===== src/rtl/uart_rx_fifo_receiver_pkg.sv =====
// Shared definitions for the UART receive path.
// - Receiver state encodings (3-bit).
// - IO page bit positions for the RX data and status words.
// - A helper that packs the status word the IO page returns.
package uart_rx_fifo_receiver_pkg;

  localparam int BYTE_W = 8;

  typedef enum logic [2:0] {
    ST_IDLE      = 3'd0,
    ST_START     = 3'd1,
    ST_DATA      = 3'd2,
    ST_STOP      = 3'd3,
    ST_WAIT_HIGH = 3'd4
  } rx_state_e;

  // IO page select bits. A read of the data word returns {24'b0, o_data} and
  // pulses i_ready for one cycle; a write to the status word pulses i_clr_err.
  localparam int IO_UART_RX_DAT_bit  = 3;
  localparam int IO_UART_RX_STAT_bit = 4;

  function automatic logic [31:0] rx_stat_word(input logic frame_err,
                                               input logic overrun,
                                               input logic valid);
    return {29'b0, frame_err, overrun, valid};
  endfunction

endpackage


===== src/rtl/uart_rx_fifo_receiver_if.sv =====
// Consumer-side bus of the UART receiver.
// - o_data/o_valid/i_ready : FIFO head byte with valid/ready pop handshake.
// - o_overrun/o_frame_err  : sticky error flags.
// - i_clr_err              : one-cycle pulse clearing both sticky flags.
// master = receiver, slave = consumer (IO page).
interface uart_rx_fifo_receiver_if;
  import uart_rx_fifo_receiver_pkg::*;

  logic [BYTE_W-1:0] o_data;
  logic              o_valid;
  logic              i_ready;
  logic              o_overrun;
  logic              o_frame_err;
  logic              i_clr_err;

  modport master (
    output o_data, o_valid, o_overrun, o_frame_err,
    input  i_ready, i_clr_err
  );

  modport slave (
    input  o_data, o_valid, o_overrun, o_frame_err,
    output i_ready, i_clr_err
  );

endinterface


===== src/rtl/uart_rx_fifo_receiver_byte_fifo.sv =====
// uart_byte_fifo: first-word-fall-through byte FIFO.
// Ports:
//   clk, resetn         : clock, asynchronous active-low reset (pointers only)
//   push, push_data     : write request and byte
//   pop                 : read request; ignored when empty
//   head_data           : current head byte (0 while empty)
//   not_empty           : FIFO holds at least one byte
//   drop                : pulse, a push was refused because the FIFO was full
module uart_byte_fifo
  import uart_rx_fifo_receiver_pkg::*;
#(
  parameter int FIFO_DEPTH = 4
) (
  input  logic              clk,
  input  logic              resetn,
  input  logic              push,
  input  logic [BYTE_W-1:0] push_data,
  input  logic              pop,
  output logic [BYTE_W-1:0] head_data,
  output logic              not_empty,
  output logic              drop
);

  localparam int AW    = $clog2(FIFO_DEPTH);
  localparam int PTR_W = AW + 1;

  logic [BYTE_W-1:0] mem [FIFO_DEPTH];
  logic [PTR_W-1:0]  wr_ptr;
  logic [PTR_W-1:0]  rd_ptr;
  logic              empty;
  logic              full;
  logic              do_push;
  logic              do_pop;

  // Extra pointer MSB distinguishes full from empty when the indices match.
  assign empty = (wr_ptr == rd_ptr);
  assign full  = (wr_ptr[AW] != rd_ptr[AW]) && (wr_ptr[AW-1:0] == rd_ptr[AW-1:0]);

  // A pop on the same edge frees the slot, so a push into a full FIFO is
  // accepted in that case and occupancy stays the same.
  assign do_pop  = pop & ~empty;
  assign do_push = push & (~full | do_pop);
  assign drop    = push & full & ~do_pop;

  always_ff @(posedge clk or negedge resetn) begin
    if (!resetn) begin
      wr_ptr <= '0;
      rd_ptr <= '0;
    end else begin
      if (do_push) wr_ptr <= wr_ptr + PTR_W'(1);
      if (do_pop)  rd_ptr <= rd_ptr + PTR_W'(1);
    end
  end

  always_ff @(posedge clk) begin
    if (do_push) mem[wr_ptr[AW-1:0]] <= push_data;
  end

  // Storage is not reset, so the head is forced to 0 while empty.
  assign not_empty = ~empty;
  assign head_data = empty ? '0 : mem[rd_ptr[AW-1:0]];

endmodule


===== src/rtl/uart_rx_fifo_receiver.sv =====
// uart_rx_fifo_receiver: 8N1 UART receiver with a FWFT byte FIFO.
// Ports:
//   clk    : system clock, rising edge
//   resetn : asynchronous active-low reset
//   i_rx   : raw serial line (asynchronous, idles high)
//   rx_if  : master side of uart_rx_fifo_receiver_if (head byte, valid/ready
//            pop, sticky overrun/frame-error flags and their clear pulse)
module uart_rx_fifo_receiver
  import uart_rx_fifo_receiver_pkg::*;
#(
  parameter int clk_freq_hz = 25000000,
  parameter int baud_rate   = 115200,
  parameter int FIFO_DEPTH  = 4
) (
  input  logic                    clk,
  input  logic                    resetn,
  input  logic                    i_rx,
  uart_rx_fifo_receiver_if.master rx_if
);

  localparam int DIV   = clk_freq_hz / baud_rate;
  localparam int CNT_W = $clog2(DIV + 1);

  localparam logic [CNT_W-1:0] CNT_HALF = CNT_W'(DIV / 2 - 1);
  localparam logic [CNT_W-1:0] CNT_FULL = CNT_W'(DIV - 1);

  logic              rx_sync_p0;
  logic              rx_s;

  rx_state_e         state, state_nxt;
  logic [CNT_W-1:0]  cnt, cnt_nxt;
  logic [2:0]        bitidx, bitidx_nxt;
  logic [BYTE_W-1:0] sh, sh_nxt;
  logic              expired;
  logic              push;
  logic              frame_err_evt;

  logic              fifo_drop;
  logic              fifo_not_empty;
  logic [BYTE_W-1:0] fifo_head;
  logic              overrun_q;
  logic              frame_err_q;

  // ---- synchroniser: i_rx -> rx_sync_p0 -> rx_s (idle-high reset) ----
  always_ff @(posedge clk or negedge resetn) begin
    if (!resetn) begin
      rx_sync_p0 <= 1'b1;
      rx_s       <= 1'b1;
    end else begin
      rx_sync_p0 <= i_rx;
      rx_s       <= rx_sync_p0;
    end
  end

  // ---- frame recovery FSM ----
  assign expired = (cnt == '0);

  always_ff @(posedge clk or negedge resetn) begin
    if (!resetn) begin
      state  <= ST_IDLE;
      cnt    <= '0;
      bitidx <= '0;
    end else begin
      state  <= state_nxt;
      cnt    <= cnt_nxt;
      bitidx <= bitidx_nxt;
    end
  end

  always_ff @(posedge clk) begin
    sh <= sh_nxt;
  end

  always_comb begin
    state_nxt     = state;
    cnt_nxt       = expired ? cnt : cnt - CNT_W'(1);
    bitidx_nxt    = bitidx;
    sh_nxt        = sh;
    push          = 1'b0;
    frame_err_evt = 1'b0;
    unique case (state)
      ST_IDLE: begin
        if (!rx_s) begin
          // Half a bit to land the start sample mid-bit.
          cnt_nxt   = CNT_HALF;
          state_nxt = ST_START;
        end
      end
      ST_START: begin
        if (expired) begin
          if (!rx_s) begin
            cnt_nxt    = CNT_FULL;
            bitidx_nxt = '0;
            state_nxt  = ST_DATA;
          end else begin
            state_nxt = ST_IDLE;
          end
        end
      end
      ST_DATA: begin
        if (expired) begin
          sh_nxt     = {rx_s, sh[BYTE_W-1:1]};
          bitidx_nxt = bitidx + 3'd1;
          cnt_nxt    = CNT_FULL;
          if (bitidx == 3'd7) state_nxt = ST_STOP;
        end
      end
      ST_STOP: begin
        if (expired) begin
          if (rx_s) begin
            push      = 1'b1;
            state_nxt = ST_IDLE;
          end else begin
            frame_err_evt = 1'b1;
            state_nxt     = ST_WAIT_HIGH;
          end
        end
      end
      ST_WAIT_HIGH: begin
        // A held-low line (break) must not be taken as a new start bit.
        if (rx_s) state_nxt = ST_IDLE;
      end
      default: state_nxt = ST_IDLE;
    endcase
  end

  // ---- byte buffer ----
  uart_byte_fifo #(
    .FIFO_DEPTH (FIFO_DEPTH)
  ) u_fifo (
    .clk       (clk),
    .resetn    (resetn),
    .push      (push),
    .push_data (sh),
    .pop       (rx_if.i_ready),
    .head_data (fifo_head),
    .not_empty (fifo_not_empty),
    .drop      (fifo_drop)
  );

  // ---- sticky flags: a new event wins over a coincident clear ----
  always_ff @(posedge clk or negedge resetn) begin
    if (!resetn) begin
      overrun_q   <= 1'b0;
      frame_err_q <= 1'b0;
    end else begin
      overrun_q   <= (overrun_q   & ~rx_if.i_clr_err) | fifo_drop;
      frame_err_q <= (frame_err_q & ~rx_if.i_clr_err) | frame_err_evt;
    end
  end

  assign rx_if.o_data      = fifo_head;
  assign rx_if.o_valid     = fifo_not_empty;
  assign rx_if.o_overrun   = overrun_q;
  assign rx_if.o_frame_err = frame_err_q;

endmodule


===== src/flat_wrapper.sv =====
// flat-port wrapper written by rule: the top's interface ports become plain ports
module uart_rx_fifo_receiver_flat import uart_rx_fifo_receiver_pkg::*;
#(
  parameter int clk_freq_hz = 25000000,
  parameter int baud_rate   = 115200,
  parameter int FIFO_DEPTH  = 4
)
  (clk, resetn, i_rx, rx_if_o_data, rx_if_o_valid, rx_if_o_overrun, rx_if_o_frame_err, rx_if_i_ready, rx_if_i_clr_err);
  uart_rx_fifo_receiver_if rx_if_i ();
  input  logic clk;
  input  logic resetn;
  input  logic i_rx;
  output wire logic [$bits(rx_if_i.o_data)-1:0] rx_if_o_data;
  output wire logic [$bits(rx_if_i.o_valid)-1:0] rx_if_o_valid;
  output wire logic [$bits(rx_if_i.o_overrun)-1:0] rx_if_o_overrun;
  output wire logic [$bits(rx_if_i.o_frame_err)-1:0] rx_if_o_frame_err;
  input wire logic [$bits(rx_if_i.i_ready)-1:0] rx_if_i_ready;
  input wire logic [$bits(rx_if_i.i_clr_err)-1:0] rx_if_i_clr_err;
  assign rx_if_o_data = rx_if_i.o_data;
  assign rx_if_o_valid = rx_if_i.o_valid;
  assign rx_if_o_overrun = rx_if_i.o_overrun;
  assign rx_if_o_frame_err = rx_if_i.o_frame_err;
  assign rx_if_i.i_ready = rx_if_i_ready;
  assign rx_if_i.i_clr_err = rx_if_i_clr_err;
  uart_rx_fifo_receiver #(.clk_freq_hz(clk_freq_hz), .baud_rate(baud_rate), .FIFO_DEPTH(FIFO_DEPTH)) u_core (.clk(clk), .resetn(resetn), .i_rx(i_rx), .rx_if(rx_if_i));
endmodule

===== config.mk =====
export PLATFORM = sky130hd
export DESIGN_NAME = uart_rx_fifo_receiver_flat
export DESIGN_NICKNAME = d
export VERILOG_FILES = /design/src/rtl/uart_rx_fifo_receiver_pkg.sv /design/src/rtl/uart_rx_fifo_receiver_if.sv /design/src/rtl/uart_rx_fifo_receiver_byte_fifo.sv /design/src/rtl/uart_rx_fifo_receiver.sv /design/src/flat_wrapper.sv
export SDC_FILE = /design/constraint.sdc
export NUM_CORES = 1
export LEC_CHECK = 0
export BUFFER_PORTS_ARGS = -buffer_cell sky130_fd_sc_hd__clkbuf_2
export CORE_MARGIN = 2
export CORE_UTILIZATION = 64
export CTS_CLUSTER_SIZE = 14
export DETAILED_ROUTE_END_ITERATION = 7
export HOLD_SLACK_MARGIN = 0.03
export PLACE_DENSITY = 0.83
export SLEW_MARGIN = 0
export SYNTH_ARGS = -nofsm -noshare
export SYNTH_HDL_FRONTEND = slang
export SYNTH_SLANG_ARGS = --single-unit

===== constraint.sdc =====
create_clock -name clk -period 4.56 [get_ports clk]
set_input_delay 1.14 -clock clk [delete_from_list [all_inputs] [get_ports clk]]
set_output_delay 1.14 -clock clk [all_outputs]
set_load 0.05 [all_outputs]

==> out/results.tsv <==
stage	metric	value	unit
synth	synth_adder_area_share	4.41	%
grt	antenna_found_initial	0	
setup_path	cp_top_family	flip-flops	
placed_design	place.gp.congestion	0.934	
route	drtAntennaViolNets	0	
sta	fin_crit	3.25	ns
route	dr.pass1.iters	4	
route	routed-via-count	1619	
placed_design	dp_hpwl	3390	um
floorplan	dieWidth	70.6	um
route	vias_per_cell	6.02	
synth	yosysUniqueCellTypes	49	
clocking	cts_tree	built	
hold_path	holdPathStages	0	
sta	slew_headroom	43.7	%
setup_path	r2r_start	u_core.cnt[0]$_DFF_PN0_	
setup_path	crit_buf_inv	1	
hold_path	hold_path.class	reg2reg	
synth	synth-edff-count	40	
sta	slew_viol_final	0	
setup_path	max_stage_delay	0.75	ns
setup_path	critical_path_required	3.42	ns
clocking	clockRootBuffer	clkbuf_8	
clocking	clock_latency	0.33	ns
sta	finalSetupTns	0	ns
synth	ys_warn_count	0	
setup_path	slowest_stage	dfrtp_1	
setup_path	crit_type	reg2out	
sta	fin_worst_skew	0.00746	ns
synth	yosys-mux-area-fraction	8.02	%
route	routed_wl	4880	um
grt	overflow	0	
power_and_ir_drop	p_leak	1.16	nW
sta	finalSetupViolCount	0	
layout	final_common_cell	edfxtp_1	
placed_design	port_buffers	15	
power_and_ir_drop	power.density	498	nW/um2
status	outcome	finished, final reports clean	
setup_path	end_kind	output port	
route	avgRoutedWirePerCell	18.1	um
grt	grtUsageTotal	22.5	%
synth	ys_seq_area_share	63.6	%
layout	postLayoutCoreUtil	72.8	%
synth	dominantRegCellSynth	edfxtp_1	
clocking	cts_htree_levels	3	
hold_path	holdPathEnd	u_core.rx_s$_DFF_PN1_	
floorplan	ioPinCount	16	
sta	fmax	308	MHz
setup_path	rr_endpoint	u_core.u_fifo.mem[0][3]$_DFFE_PP_	
synth	synth_nets	209	
synth	synth_xor_area_share	2.47	%
floorplan	die_height	70.6	um
clocking	clk_pin_slew	0.07	ns
clocking	ctsLongestPathBuffers	2	
synth	syn_avg_cell_area	14.6	um2
clocking	cts_buffers	9	
setup_path	arrival	2.11	ns
power_and_ir_drop	peakVddDrop	236	uV
floorplan	rows	24	
floorplan	start_util	65.6	%
job	cap_violations	0	
synth	ys_ff_latch	64	
layout	n_antenna_cell	0	
setup_path	crit_path_start_kind	flip-flop	
setup_path	path_cells	xnor2_1, nand3b_1, and2_1, clkbuf_2	
clocking	cts.sinks	64	
synth	synthesis.area	2840	um2
synth	async_reset_ff_share	37.5	%
clocking	hold_buffers	0	
layout	area_growth	10.9	%
sta	min_period_over_period	71.2	%
setup_path	reg2reg_setup_slack	1.72	ns
floorplan	core	4320	um2
sta	max_slew.worst_pin.slew	0.833	ns
synth	synthCells	194	
floorplan	dieArea	4980	um2
synth	yosys.area_share.simple	12.7	%
clocking	cts_setup_buffers	0	
synth	synth_top_family_by_area	simple AND/OR/NAND/NOR gates	
setup_path	r2r_cells	7	
hold_path	min_from	u_core.rx_sync_p0$_DFF_PN1_	
route	initialDrtViolationCount	149	
clocking	ctsResizeCount	0	
grt	grt_pass1_wl	8250	um
sta	rsz0062_at_grt	false	
grt	grt_start_max_net_pins	25	
setup_path	crit_fanout	11	
sta	finalHoldViolations	0	
route	route.detailed.drc	0	
layout	layout.nets	227	
layout	layout_common_cells	40 x edfxtp_1, 22 x dfrtp_1, 15 x clkbuf_2	
synth	synth_compound_area_share	6.53	%
grt	grt_pass1_vias	1646	
layout	layout-drive-gt1-share	21.2	%
-- cells by family after synthesis --
group,after synthesis
flops,64
simple gates,57
compound gates,27
mux,12
fa+ha+maj,10
buf+inv,16
xor+xnor,8
-- registers in the layout (all words and copies together), names as in the netlist --
name / cells
u_core.rx_if.o_overrun: 1
u_core.state: 3
u_core.cnt: 8
u_core.u_fifo.rd_ptr: 3
u_core.bitidx: 3
u_core.rx_if.o_frame_err: 1
u_core.rx_sync_p0: 1
u_core.u_fifo.wr_ptr: 3
u_core.rx_s: 1
u_core.sh: 8
u_core.u_fifo.mem: 32
-- report_power, final --
| part | internal, mW | total [mW] | switching, mW |
|---|---|---|---|
| registers | 0.627 | 0.678 | 0.0512 |
| clock network | 0.307 | 0.503 | 0.197 |
| logic | 0.142 | 0.387 | 0.244 |
-- cells in the mapped netlist (2+ instances only) --
master | instances | area [um2]
edfxtp_1 | 40 | 1200
dfrtp_1 | 22 | 551
and2_1 | 12 | 75.1
ha_1 | 10 | 125
mux4_2 | 8 | 180
nor3_1 | 8 | 40.0
inv_1 | 7 | 26.3
nand2_1 | 7 | 26.3
nand3_1 | 6 | 30.0
nor2_1 | 6 | 22.5
xnor2_1 | 6 | 52.6
a21oi_1 | 5 | 25.0
clkbuf_1 | 4 | 15.0
nand2b_1 | 4 | 25.0
o21ai_0 | 4 | 20.0
o22ai_1 | 3 | 18.8
a211oi_1 | 2 | 15.0
a22o_1 | 2 | 17.5
dfstp_2 | 2 | 52.6
mux2_2 | 2 | 22.5
nand3b_1 | 2 | 15.0
o211ai_1 | 2 | 15.0
o21a_1 | 2 | 15.0
o31ai_1 | 2 | 15.0
xor2_1 | 2 | 17.5
-- final cells by class --
type / instances / area (um2)
sequential: 64 / 1800
fill: 284 / 1180
multi-input combinational: 114 / 967
clock buffer: 12 / 135
timing repair buffer: 15 / 75.1
clock inverter: 4 / 70.1
tap: 52 / 65.1
inverter: 8 / 30.0
-- worst max-delay path by stage --
| stage | start | endpoint | cells past startpoint |
|---|---|---|---|
| final | u_core.u_fifo.rd_ptr[0]$_DFFE_PN0P_ | rx_if_o_data[6] | 4 |
| after global routing | u_core.u_fifo.rd_ptr[0]$_DFFE_PN0P_ | rx_if_o_data[6] | 4 |
| after CTS | u_core.u_fifo.rd_ptr[0]$_DFFE_PN0P_ | rx_if_o_data[6] | 4 |
| after detailed placement | u_core.u_fifo.rd_ptr[0]$_DFFE_PN0P_ | rx_if_o_data[6] | 4 |
| after global placement | u_core.u_fifo.rd_ptr[0]$_DFFE_PN0P_ | rx_if_o_data[7] | 3 |
| after floorplan | u_core.u_fifo.rd_ptr[0]$_DFFE_PN0P_ | rx_if_o_data[0] | 5 |
-- worst register-to-register path: stages, from the launching register on --
cell and delay [ns]:
dfrtp_1 0.40, inv_1 0.13, ha_1 0.20, or4b_4 0.51, nor2_4 0.30, inv_2 0.14, nor3_4 0.31, and2_1 0.48
-- metrics by stage --
stage,hold slack (ns),total power [mW],instance area (um2),cells,setup slack [ns]
final,0.355,1.57,3150,269,1.31
after global routing,0.357,1.63,3150,269,1.08
after CTS,0.356,1.58,3150,269,1.26
after detailed placement,0.350,1.08,2940,253,1.62
after global placement,0.347,1.07,2940,253,1.72
after floorplan,0.345,1.01,2840,194,1.49
-- routing by layer --
layer  vias to the layer above  GRT usage, %  wire, um
li1                        765             -         -
met1                       812          28.0      2000
met2                        37          37.9      2660
met3                         5          6.13       184
met4                         0          8.81        38
met5                         -             0         0
Note: power is estimated with default switching activity, not from simulation.
